File: config.mk
export PLATFORM = sky130hd
export DESIGN_NAME = link_bringup_ctrl
export DESIGN_NICKNAME = d
export VERILOG_FILES = /design/src/rtl/link_bringup_ctrl.sv
export SDC_FILE = /design/constraint.sdc
export NUM_CORES = 1
export LEC_CHECK = 0
export BUFFER_PORTS_ARGS = -buffer_cell sky130_fd_sc_hd__buf_2
export CORE_ASPECT_RATIO = 0.8
export CORE_UTILIZATION = 55
export CTS_BUF_LIST = sky130_fd_sc_hd__clkbuf_4 sky130_fd_sc_hd__clkbuf_8 sky130_fd_sc_hd__clkbuf_16
export DETAILED_ROUTE_END_ITERATION = 7
export PLACE_DENSITY = 0.74
export SLEW_MARGIN = 10
export SYNTH_ARGS = -nofsm -noshare
export SYNTH_HDL_FRONTEND = slang
export SYNTH_SLANG_ARGS = --single-unit
File: constraint.sdc
create_clock -name init_clk -period 2.3 [get_ports init_clk]
set_clock_uncertainty 0.15 [all_clocks]
set_input_delay 0.115 -clock init_clk [delete_from_list [all_inputs] [get_ports init_clk]]
set_output_delay 0.115 -clock init_clk [all_outputs]
set_load 0.005 [all_outputs]
File: src/rtl/link_bringup_ctrl.sv
// link_bringup_ctrl: drives the MAC/GT core reset and the user-logic reset
// through hold, alignment wait, settle and run phases. Attempts that never
// align are retried a bounded number of times before parking in FAIL.
// Alignment losses seen while running are counted.
module link_bringup_ctrl #(
    parameter int unsigned RST_HOLD_CYCLES = 100,
    parameter int unsigned SETTLE_CYCLES   = 500,
    parameter int unsigned ALIGN_TIMEOUT   = 1000000,
    parameter int unsigned MAX_RETRIES     = 3
) (
    input  logic        init_clk,
    input  logic        rst_n,
    input  logic        rx_aligned,
    input  logic        restart,
    output logic        core_rst,
    output logic        usr_rst,
    output logic        link_up,
    output logic        fail,
    output logic [2:0]  state,
    output logic [15:0] link_drop_cnt
);

    localparam int unsigned MAX_RS  = (RST_HOLD_CYCLES > SETTLE_CYCLES) ? RST_HOLD_CYCLES : SETTLE_CYCLES;
    localparam int unsigned MAX_CYC = (MAX_RS > ALIGN_TIMEOUT) ? MAX_RS : ALIGN_TIMEOUT;
    localparam int unsigned CNT_W   = $clog2(MAX_CYC + 1);

    localparam logic [CNT_W-1:0] RH_LAST     = CNT_W'(RST_HOLD_CYCLES - 1);
    localparam logic [CNT_W-1:0] SETTLE_LAST = CNT_W'(SETTLE_CYCLES - 1);
    localparam logic [CNT_W-1:0] TO_LAST     = CNT_W'(ALIGN_TIMEOUT - 1);
    localparam logic [7:0]       RETRY_LIM   = 8'(MAX_RETRIES);

    typedef enum logic [2:0] {
        ST_RESET_HOLD = 3'd0,
        ST_WAIT_ALIGN = 3'd1,
        ST_SETTLE     = 3'd2,
        ST_RUN        = 3'd3,
        ST_FAIL       = 3'd4
    } state_e;

    state_e           state_q, state_d;
    logic [CNT_W-1:0] cnt_q, cnt_d;
    logic [7:0]       retry_q, retry_d;
    logic [7:0]       retry_inc;
    logic [15:0]      drop_q, drop_d;
    logic             sync1_q, sync2_q;
    logic             aligned_s;
    logic             core_rst_q, usr_rst_q, link_up_q, fail_q;

    // Two-flop synchronizer for the asynchronous alignment status.
    always_ff @(posedge init_clk or negedge rst_n) begin
        if (!rst_n) begin
            sync1_q <= 1'b0;
            sync2_q <= 1'b0;
        end else begin
            sync1_q <= rx_aligned;
            sync2_q <= sync1_q;
        end
    end

    assign aligned_s = sync2_q;
    assign retry_inc = retry_q + 8'd1;

    // State, phase counter, retry count and drop count registers.
    always_ff @(posedge init_clk or negedge rst_n) begin
        if (!rst_n) begin
            state_q <= ST_RESET_HOLD;
            cnt_q   <= '0;
            retry_q <= '0;
            drop_q  <= '0;
        end else begin
            state_q <= state_d;
            cnt_q   <= cnt_d;
            retry_q <= retry_d;
            drop_q  <= drop_d;
        end
    end

    // Next-state logic; restart overrides every other condition.
    always_comb begin
        state_d = state_q;
        cnt_d   = cnt_q + CNT_W'(1);
        retry_d = retry_q;
        drop_d  = drop_q;
        if (restart) begin
            state_d = ST_RESET_HOLD;
            cnt_d   = '0;
            retry_d = '0;
        end else begin
            case (state_q)
                ST_RESET_HOLD: begin
                    if (cnt_q == RH_LAST) state_d = ST_WAIT_ALIGN;
                end
                ST_WAIT_ALIGN: begin
                    if (aligned_s) begin
                        state_d = ST_SETTLE;
                    end else if (cnt_q == TO_LAST) begin
                        retry_d = retry_inc;
                        state_d = (retry_inc == RETRY_LIM) ? ST_FAIL : ST_RESET_HOLD;
                    end
                end
                ST_SETTLE: begin
                    if (!aligned_s) begin
                        state_d = ST_WAIT_ALIGN;
                    end else if (cnt_q == SETTLE_LAST) begin
                        state_d = ST_RUN;
                        retry_d = '0;
                    end
                end
                ST_RUN: begin
                    if (!aligned_s) begin
                        state_d = ST_RESET_HOLD;
                        if (drop_q != '1) drop_d = drop_q + 16'd1;
                    end
                end
                ST_FAIL: begin
                    state_d = ST_FAIL;
                end
                default: begin
                    state_d = ST_RESET_HOLD;
                end
            endcase
            // A restart into RESET_HOLD from RESET_HOLD is not a state change,
            // so the counter clear for restart is handled in its own branch.
            if (state_d != state_q) cnt_d = '0;
        end
    end

    // Registered output decode of the current state.
    always_ff @(posedge init_clk or negedge rst_n) begin
        if (!rst_n) begin
            core_rst_q <= 1'b1;
            usr_rst_q  <= 1'b1;
            link_up_q  <= 1'b0;
            fail_q     <= 1'b0;
        end else begin
            core_rst_q <= (state_q == ST_RESET_HOLD) || (state_q == ST_FAIL);
            usr_rst_q  <= (state_q != ST_RUN);
            link_up_q  <= (state_q == ST_RUN);
            fail_q     <= (state_q == ST_FAIL);
        end
    end

    assign core_rst      = core_rst_q;
    assign usr_rst       = usr_rst_q;
    assign link_up       = link_up_q;
    assign fail          = fail_q;
    assign state         = state_q;
    assign link_drop_cnt = drop_q;

endmodule

-- Yosys cells after proc, flatten, opt, wreduce, memory -nomap -nowiden
Cells that the tools add are included.
- add/subtract/negate cells: 3
- equal/unequal tests: 15
- mux-type cells: 18
- bitwise gates (word level): 2
- reductions and logical operators: 5
- operator list (operator ; count):
    $mux 20 ; 2
    $mux 8 ; 5
    $mux 3 ; 9
    $add 20x1->20 const B ; 1
    $eq 20x20->1 const B ; 1
    $eq 20x7->1 const B ; 1
    $eq 20x9->1 const B ; 1
    $add 16x1->16 const B ; 1
    $ne 16x16->1 const B ; 1
    $pmux 8 s2 ; 1
    $pmux 3 s5 ; 1
    $ne 3x3->1 const B ; 4
    $add 8x1->8 const B ; 1
    $eq 8x2->1 const B ; 1
    $eq 3x2->1 const B ; 2
    $reduce_and 5->1 ; 1
    $reduce_and 4->1 ; 1
    $eq 3x1->1 const B ; 1
    $eq 3x3->1 const B ; 1
    $logic_not 3->1 ; 1
    $ne 3x2->1 const B ; 1
    $ne 3x3->1 ; 1
    $reduce_bool 3->1 ; 1
    $not 1->1 ; 2
    $logic_or 1x1->1 ; 1
- bits in registers: 53
- logic and storage cells: 53

-- Logic depth before layout (Yosys ltp)
Gate-level depths: netlist (run 1).
- depth in word-level cells: 10
- depth in mapped cells: 7
- depth with buffers taken out: 7

-- Least setup slack after synthesis (run 1)
OpenSTA, ideal clock, no wires.
- path type: register -> register
- start point: register cnt_q[0]
- end point: register cnt_q[18]
- setup time: 69 ps
- arrival time: 1845 ps
- path slack: 236 ps
- stages on the path, launching flop included: 8
- path buffers: 1
- cell sequence: dfrtp_1 -> ha_1 -> nor4bb_1 -> and4_1 -> or2_2 -> a31o_2 -> buf_6 -> nor2_4
- longest elaborated chain between the ends: 8
- elaborated cells between the ends (all ways): 14
- classes of those cells: 1 x add/sub; 4 x eq/ne; 9 x mux
- ends and longest elaborated chain (item ; RTL line ; text):
    from (decl) ; 41 ; logic [CNT_W-1:0] cnt_q, cnt_d;
    from (signal assigned) ; 72 ; cnt_q <= cnt_d;
    $eq 20x9->1 or $eq 20x20->1 (tied branches) ; 104, 96 ;
    $mux 3, on equally long branches ; 104, 96 ;
    $mux 3, on equally long branches ; 102, 94 ;
    $pmux 3 s5 ; 89 ; case (state_q)
    $mux 3 ; 84 ; if (restart) begin
    $ne 3x3->1 ; 124 ; if (state_d != state_q) cnt_d = '0;
    $mux 20 * ; 124 ;
    $mux 20 * ; 84 ;
    net cnt_d[18] ; 41 ;
Mark *: on every way through the listed nets, which the timed path passes. The rest lies on a longest branch. The select of a mux whose other input is x is not followed.
A chain may end at the register's enable or synchronous reset.

-- Worst setup path after layout (run 1)
- start point: register retry_q[1]
- end point: register cnt_q[12]
- longest elaborated chain between the ends: 10
- ends and longest elaborated chain (item ; RTL line ; text):
    from (decl) ; 42 ; logic [7:0] retry_q, retry_d;
    from (signal assigned) ; 73 ; retry_q <= retry_d;
    $add 8x1->8 ; 61 ; assign retry_inc = retry_q + 8'd1;
    $eq 8x2->1 ; 98 ; state_d = (retry_inc == RETRY_LIM) ? ST_FAIL : ST_RESET_HOLD;
    $mux 3 ; 98 ;
    $mux 3 ; 96 ; end else if (cnt_q == TO_LAST) begin
    $mux 3 ; 94 ; if (aligned_s) begin
    $pmux 3 s5 ; 89 ;
    $mux 3 ; 84 ;
    $ne 3x3->1 ; 124 ;
    $mux 20 ; 124 ;
    $mux 20 ; 84 ;
    net cnt_d[12] ; 41 ;
The timed path passes the listed nets, and every way through them passes these cells. The select of a mux whose other input is x is not followed.

==> impl_metrics.json, run 1 <==
{
  "cts_buffers": 5,
  "diodes": 0,
  "die_h_um": 66.47,
  "synth_seq_cells": 53,
  "clock_latency_ns": 0.32,
  "fin_hold_ws_ns": 0.1731,
  "worst_slew_pin_slew_ns": 0.6056,
  "crit_path_end_kind": "flop",
  "cp.required_ns": 2.36,
  "max_freq_mhz": 465.1,
  "ioPinCount": 27,
  "syn_area_um2": 2858,
  "routed_wl_mm": 5.682,
  "dpl_worst_slack_ns": 0.01698,
  "setup_viol": 0,
  "start_util_pct": 57.07,
  "fin_util_pct": 65.79,
  "syn_inst": 283,
  "ys_seq_area_share_pct": 46.50,
  "final.min_clock_period_ns": 2.150,
  "dieArea_um2": 5490,
  "synth_warnings": 0,
  "cp_max_fo": 6,
  "dieWidth_um": 82.59,
  "yosys.area.top_type_share_pct": 44.66,
  "areaGrowthSynthToFinish_pct": 15.28,
  "p_per_area_nw_per_um2": 519.7,
  "cp_slowest_cell": "dfrtp_1",
  "core_um2": 5007,
  "rows": 23,
  "worstPathCellList": "ha_1 > xor2_1 > or4_1 > a211oi_2 > a21oi_2 > and2_1",
  "drc_errors": 0,
  "cts_max_level": 2,
  "clk_path_buf_depth": 2,
  "holdCritPathClass": "in -> async",
  "synth-edff-count": 0,
  "synthArstFlopShare_pct": 100.0,
  "drv_cap": 0,
  "fin_crit_sh_pct": 93.48,
  "routedWlPerCell_um": 14.72,
  "drtIter0Drc": 128,
  "cts_sinks": 53,
  "max-vdd-ir-drop_mv": 0.3547,
  "syn_nets": 291,
  "drt-vias-per-instance": 5.671,
  "grt_antenna_before_repair": 0,
  "io_buffer_count": 26,
  "fill_cells": 414,
  "status": "completed",
  "grt_overflow_total": 0,
  "critical_path_class": "reg -> reg",
  "antenna_left": 0,
  "yosys.area.top_type": "dfrtp_1",
  "rsz0062_at_grt": "false",
  "slew_viol_final": 0,
  "nets": 331,
  "ff_latch_area_um2": 1329,
  "first_global_vias": 2038,
  "grt_max_degree": 29,
  "setup_tns_ns": 0,
  "synthFlopType": "dfrtp_1",
  "cts_tree": "built",
  "multi_input_area_um2": 1480,
  "grt_usage_pct": 22.85,
  "yosys-top-cells-count": "51 x dfrtp_1, 25 x nand2_1, 22 x nor2_1, 19 x xor2_1, 17 x xnor2_1",
  "synth.area.top_cells": "dfrtp_1 45%, xor2_1 5.8%, xnor2_1 5.2%",
  "p_leak_nw": 1.429,
  "total_power_w": 0.001712,
  "max_stage_delay_ns": 0.45,
  "synth.most_common_cell": "dfrtp_1",
  "post_cts.repair.setup_buffers": 0,
  "grt_pass1_wl_mm": 9.384,
  "clkTransAtPathRegs_ns": 0.10,
  "route.vias.total": 2189,
  "dp_hpwl_mm": 4.066,
  "finalHoldViolCount": 0,
  "cp.arrival_ns": 2.21,
  "routabilityCongestion": 0.8675,
  "setup_ws_ns": 0.1498,
  "cts-root-buf": "clkbuf_8",
  "dr.pass1.iters": 4,
  "syn_avg_cell_area_um2": 10.10,
  "drive_above_1_share_pct": 22.53,
  "start_kind": "flop",
  "synth_cell_type_count": 53,
  "relSlewSlack_pct": 59.32
}
-- worst paths after layout --
check                      startpoint                 to  slack [ns]  cells after the start
setup / recovery           retry_q[1]          cnt_q[12]        0.15                      6
hold / removal                  rst_n  link_drop_cnt[15]        0.17                      2
setup reg to reg           retry_q[1]          cnt_q[12]        0.15                      6
hold reg to reg               sync1_q          aligned_s        0.22                      0
max in group asynchronous       rst_n           core_rst        1.20                      3
min in group init_clk         sync1_q          aligned_s        0.22                      0
-- registers in the layout (all words and copies together), names as in the netlist --
name and cells:
cnt_q 20, link_drop_cnt 16, usr_rst 1, fail 1
link_up 1, aligned_s 1, core_rst 1, state 3
retry_q 8, sync1_q 1
-- cells by family after synthesis --
logic type	share of synthesized area (%)
DFF	46.50
and+or+nand+nor	29.77
adders and majority gates	1.751
buffers and inverters	2.758
AOI/OAI and AO/OA	7.049
xor gates and xnor gates	11.03
muxes	1.138
-- final cells by class --
cell class | instances | area share (%)
Multi-Input combinational cell | 212 | 44.93
Sequential cell | 53 | 40.33
Timing Repair Buffer | 39 | 7.520
Tap cell | 62 | 2.355
Clock buffer | 5 | 2.089
Clock inverter | 3 | 1.405
Inverter | 12 | 1.367
-- stage by stage --
step / cells / cell area [µm²]
final: 386 / 3294
after detailed placement: 375 / 3119
after CTS: 386 / 3264
after floorplan: 283 / 2858
after global placement: 375 / 3119
after global routing: 386 / 3294
-- layer usage --
metal	vias up	GRT usage, %	share of wire [%]
met5	-	0	0
met4	0	8.405	1.4
met3	9	4.932	3.9
met2	50	33.57	44
met1	1051	32.84	51
li1	1079	-	-
-- repair_timing --
| action | in CTS | in global routing |
|---|---|---|
| gates resized for setup | 0 | 5 |
| endpoints found under the hold margin | 29 | 0 |
| setup endpoints to repair | 0 | 22 |
| hold buffers | 3 | 0 |
-- layout by cell type, fill, tap and decap left out, types with 3 or more instances in the layout --
| master | n |
|---|---|
| nand2_1 | 25 |
| a21oi_1 | 5 |
| nor2_1 | 22 |
| inv_1 | 12 |
| and4_1 | 5 |
| or4_1 | 3 |
| dfrtp_1 | 51 |
| and3_1 | 5 |
| and2_1 | 6 |
| buf_4 | 9 |
| nor4_1 | 3 |
| nor2_4 | 8 |
| nand4_1 | 12 |
| a21o_1 | 3 |
| nor3_1 | 11 |
| a22o_1 | 3 |
| or2_2 | 3 |
| clkbuf_8 | 5 |
| buf_2 | 26 |
| xnor2_1 | 17 |
| ha_1 | 4 |
| nand3_1 | 12 |
| xor2_1 | 19 |
| dlygate4sd3_1 | 3 |
| nand2b_1 | 5 |
| or3_1 | 4 |
-- worst max-delay path: cells and delay by family (launching register included) --
kind                     cells  cell delay, ns
flip-flops                   1            0.45
AND/OR/NAND/NOR              2            0.58
adder cells (fa/ha/maj)      1            0.28
XOR/XNOR                     1            0.18
AO/OA/AOI/OAI                2            0.42
-- power breakdown --
part	switching [W]	internal, W	leakage, nW
combinational	0.0000541	0.0000364	0.674
sequential	0.0000211	0.000948	0.701
clock	0.000326	0.000326	0.0543
total	0.000401	0.00131	1.43
No activity file was read; power rests on OpenSTA's default activity.
==> run 2, diff against run 1 <==
- BUFFER_PORTS_ARGS: -buffer_cell sky130_fd_sc_hd__buf_2 -> -buffer_cell sky130_fd_sc_hd__buf_4
==> run 2 against run 1 <==
Against the previous run: largest cell class unchanged; combinational power increased by 12%; final cell count unchanged; non-clock buffer count is the same; register-to-register slack got worse by 0.04 ns; core utilization rose by 1.1 points; flip-flop and latch count is the same; sequential share of layout area fell by 0.66 points.
==> impl_metrics.json, run 2 (synthesized netlist as in run 1, its figures left out) <==
{
  "finalHoldViolCount": 0,
  "grt_overflow_total": 0,
  "crit-reg2reg-launch": "retry_q[0]",
  "largest_reg_flops": 20,
  "rows": 23,
  "first_global_vias": 2045,
  "grt_max_degree": 54,
  "start_kind": "flop",
  "holdPathStages": 0,
  "critical_path_class": "reg -> reg",
  "reg2reg_setup_slack_ns": 0.11,
  "route.vias.total": 2183,
  "holdCritPathClass": "reg -> reg",
  "p_leak_nw": 1.440,
  "multi_input_area_um2": 1478,
  "drc_errors": 0,
  "dp_hpwl_mm": 4.160,
  "rsz0062_at_grt": "false",
  "die_h_um": 66.47,
  "grt_usage_pct": 23.96,
  "cts_buffers": 5,
  "areaGrowthSynthToFinish_pct": 17.21,
  "routed_wl_mm": 5.822,
  "cts_max_level": 2,
  "ioPinCount": 27,
  "grt_antenna_before_repair": 0,
  "worst_slew_pin_slew_ns": 0.6579,
  "max-vdd-ir-drop_mv": 0.4172,
  "start_util_pct": 57.07,
  "setup_viol": 0,
  "mostFrequentLayoutCells": "51 x dfrtp_1, 36 x buf_4, 25 x nand2_1",
  "cts_tree": "built",
  "clkTransAtPathRegs_ns": 0.09,
  "slew_viol_final": 0,
  "worst_hold_path.endpoint": "aligned_s",
  "total_power_w": 0.001732,
  "min-delay-start": "sync1_q",
  "cts_sinks": 53,
  "final_common_cell": "dfrtp_1",
  "cp.required_ns": 2.35,
  "antenna_left": 0,
  "max_freq_mhz": 457.4,
  "clk_path_buf_depth": 2,
  "reg2reg_depth": 5,
  "dp_cells": 374,
  "fin_util_pct": 66.89,
  "ff_latch_area_um2": 1329,
  "nets": 331,
  "cp.arrival_ns": 2.24,
  "status": "completed",
  "routabilityCongestion": 0.9238,
  "fin_cells": 386,
  "drv_cap": 0,
  "fin_crit_sh_pct": 95.05,
  "core_um2": 5007,
  "relSlewSlack_pct": 56.14,
  "cp_max_fo": 6,
  "clock_latency_ns": 0.31,
  "diodes": 0,
  "drt-vias-per-instance": 5.655,
  "drive_above_1_share_pct": 23.15,
  "rr_endpoint": "cnt_q[12]",
  "routedWlPerCell_um": 15.08,
  "cts-root-buf": "clkbuf_8",
  "top_register": "cnt_q",
  "drtIter0Drc": 147,
  "p_per_area_nw_per_um2": 517.0,
  "crit_path_end_kind": "flop",
  "dieWidth_um": 82.59,
  "dieArea_um2": 5490,
  "final.min_clock_period_ns": 2.186,
  "fill_cells": 403,
  "io_buffer_count": 26,
  "grt_pass1_wl_mm": 9.784,
  "dr.pass1.iters": 4
}
[run 2: worst max-delay path, cell delays in order, from the launching register on]
cell	delay, ns
dfrtp_1	0.44
ha_1	0.30
or4_1	0.60
a211oi_2	0.29
a21oi_2	0.14
and2_1	0.16
[run 2: area by class of cell]
type | instances | share of cell area (%)
Sequential cell | 53 | 39.67
Inverter | 12 | 1.345
Multi-Input combinational cell | 212 | 44.12
Timing Repair Buffer | 39 | 8.965
Clock buffer | 6 | 2.465
Clock inverter | 2 | 1.121
Tap cell | 62 | 2.316
[run 2: repair_timing]
action,in CTS,in global routing
buffers inserted,0,1
endpoints found under the setup margin,5,26
hold buffers,3,0
pin swaps,0,1
hold endpoints to repair,55,0
resized for setup,1,5
[run 2: report_power, final]
group	leakage, nW	internal, W	switching (W)	total (W)
registers	0.701	0.000948	0.0000199	0.000968
logic	0.682	0.0000440	0.0000566	0.000101
clock network	0.0574	0.000354	0.000309	0.000663
total	1.44	0.00135	0.000385	0.00173
[run 2: worst max-delay path by stage]
stage               startpoint          to  cells after the start
floorplan             cnt_q[0]   cnt_q[18]                      7
global placement      cnt_q[0]    cnt_q[3]                      6
detailed placement    cnt_q[0]    cnt_q[2]                      6
CTS                 retry_q[0]   cnt_q[12]                      5
global route          cnt_q[0]  retry_q[0]                      7
finish              retry_q[0]   cnt_q[12]                      5
[run 2: metrics by stage]
| stage | TNS [ns] | hold WS (ns) | worst slack (ns) | area, µm² |
|---|---|---|---|---|
| after global routing | 0 | 0.2296 | 0.0009266 | 3349 |
| after detailed placement | -0.01109 | 0.04724 | -0.009335 | 3164 |
| after floorplan | 0 | -0.3306 | 0.2364 | 2858 |
| after global placement | 0 | 0.04109 | 0.08281 | 3164 |
| final | 0 | 0.2157 | 0.1140 | 3349 |
| after CTS | 0 | 0.2244 | 0.01477 | 3323 |
[run 2: metal layers]
metal / wire [µm] / part of all wire (%) / global-route usage (%) / vias up
li1: - / - / - / 1073
met1: 2854 / 49 / 35.37 / 1049
met2: 2589 / 44 / 35.33 / 50
met3: 282 / 4.8 / 5.205 / 11
met4: 95 / 1.6 / 6.250 / 0
met5: 0 / 0 / 0 / -
==> run 3, diff against run 2 <==
- CTS_CLUSTER_SIZE: unset -> 16
- GPL_TIMING_DRIVEN: unset -> 0
- HOLD_SLACK_MARGIN: unset -> 0.1
==> run 3 against run 2 <==
Against the previous run: non-clock buffer count is 4 lower; combinational power down 4%; power is 4.4% lower; largest cell class unchanged; fmax fell by 0.71%; clock power shrank 11%; count of clock-buffer cells in the layout up 1; via count down 1.5%; setup slack got worse by 0.016 ns; first-iteration DRC count is 11% lower; design area down 1.4%; largest power group unchanged; highest routed layer unchanged; critical path type unchanged; core utilization shrank 0.92 points.
==> impl_metrics.json, run 3 (synthesized netlist as in run 1, its figures left out) <==
{
  "status": "completed",
  "grt_overflow_total": 0,
  "nets": 327,
  "max_freq_mhz": 454.2,
  "routedWlPerCell_um": 14.58,
  "worstPathCellList": "ha_1 > or4_1 > a211oi_2 > a21oi_2 > and2_1",
  "io_buffer_count": 26,
  "ioPinCount": 27,
  "dr.pass1.iters": 5,
  "final_common_cell": "dfrtp_1",
  "antenna_left": 0,
  "total_power_w": 0.001656,
  "start_kind": "flop",
  "diodes": 0,
  "drive_above_1_share_pct": 21.56,
  "critPathBufInv": 0,
  "largest_reg_flops": 20,
  "start_util_pct": 57.07,
  "grt_usage_pct": 21.80,
  "dieArea_um2": 5490,
  "cp_max_fo": 6,
  "p_per_area_nw_per_um2": 501.4,
  "clkTransAtPathRegs_ns": 0.10,
  "routed_wl_mm": 5.569,
  "cts_max_level": 2,
  "fin_crit_sh_pct": 95.72,
  "grt_pass1_wl_mm": 8.894,
  "drv_cap": 0,
  "worst_slew_pin_slew_ns": 0.9140,
  "relSlewSlack_pct": 38.50,
  "max-vdd-ir-drop_mv": 0.4197,
  "drc_errors": 0,
  "grt_max_degree": 54,
  "cts_tree": "built",
  "cts_buffers": 5,
  "p_leak_nw": 1.410,
  "dieWidth_um": 82.59,
  "cp_slowest_cell": "or4_1",
  "rows": 23,
  "route.vias.total": 2151,
  "setup_viol": 0,
  "routabilityCongestion": 0.8200,
  "mostFrequentLayoutCells": "51 x dfrtp_1, 26 x buf_4, 25 x nand2_1",
  "cp.required_ns": 2.35,
  "fin_hold_ws_ns": 0.2161,
  "cts-root-buf": "clkbuf_8",
  "crit_family": "simple AND/OR/NAND/NOR gates",
  "top_register": "cnt_q",
  "final.min_clock_period_ns": 2.202,
  "first_global_vias": 1903,
  "fin_util_pct": 65.97,
  "grt_antenna_before_repair": 0,
  "crit-reg2reg-launch": "retry_q[1]",
  "drtIter0Drc": 131,
  "areaGrowthSynthToFinish_pct": 15.59,
  "crit_path_end_kind": "flop",
  "die_h_um": 66.47,
  "core_um2": 5007,
  "cp.arrival_ns": 2.25,
  "cp-startpoint": "retry_q[1]",
  "critical_path_class": "reg -> reg",
  "clk_path_buf_depth": 2,
  "cts_sinks": 53,
  "fill_cells": 407,
  "holdCritPathClass": "in -> async",
  "max_stage_delay_ns": 0.57,
  "clock_latency_ns": 0.31,
  "slew_viol_final": 0,
  "drt-vias-per-instance": 5.631,
  "finalHoldViolCount": 0,
  "dp_hpwl_mm": 3.844
}
[run 3: cell count changes in the layout (fill, tap and decap cells not counted), sizes merged]
cell	delta
inv	+1
clkinvlp	-1
buf	-6
bufinv	-1
clkbuf	+3
[run 3: layer usage]
layer / global-route usage [%] / part of all wire, %
met4: 7.112 / 1.3
met1: 31.44 / 51
met3: 4.521 / 3.8
met5: 0 / 0
met2: 32.54 / 44
[run 3: worst register-to-register path: cells and delay by family, from the launching register on]
family / cells / cell delay (ns)
AOI/OAI and AO/OA: 2 / 0.44
and+or+nand+nor: 2 / 0.77
DFF: 1 / 0.46
adders and majority gates: 1 / 0.28
[run 3: what timing repair did]
action / CTS / global route
resized for setup: 0 / 7
buffers inserted: 0 / 0
hold endpoints to repair: 58 / 0
hold buffers: 3 / 0
setup endpoints to repair: 0 / 19
[run 3: worst paths after layout]
kind | end | cells past startpoint | slack [ns]
hold / removal | link_drop_cnt[15] | 2 | 0.22
hold reg to reg | aligned_s | 0 | 0.23
setup reg to reg | cnt_q[15] | 5 | 0.1
min in group init_clk | aligned_s | 0 | 0.23
max in group asynchronous | cnt_q[10] | 2 | 1.34
setup / recovery | cnt_q[15] | 5 | 0.1
[run 3: stage by stage]
stage                     instances  area (µm²)  setup slack, ns  setup TNS, ns
after detailed placement        371        3131          0.04195              0
final                           382        3303          0.09836              0
after global routing            382        3303        -0.001753      -0.001753
after floorplan                 283        2858           0.2364              0
after CTS                       382        3266          0.01775              0
after global placement          371        3131          0.07655              0
[run 3: layout make-up]
class,instances,area (µm²),area share (%)
Inverter,12,45.04,1.364
Clock buffer,7,96.34,2.917
Tap cell,62,77.57,2.348
Multi-Input combinational cell,212,1484,44.92
Timing Repair Buffer,29,225.2,6.818
Clock inverter,1,8.758,0.2652
Sequential cell,53,1329,40.23
Buffer,6,37.54,1.136
[run 3: power breakdown]
group          switching (W)  internal (W)
Sequential         0.0000212      0.000948
Combinational      0.0000554     0.0000418
Clock               0.000311      0.000278
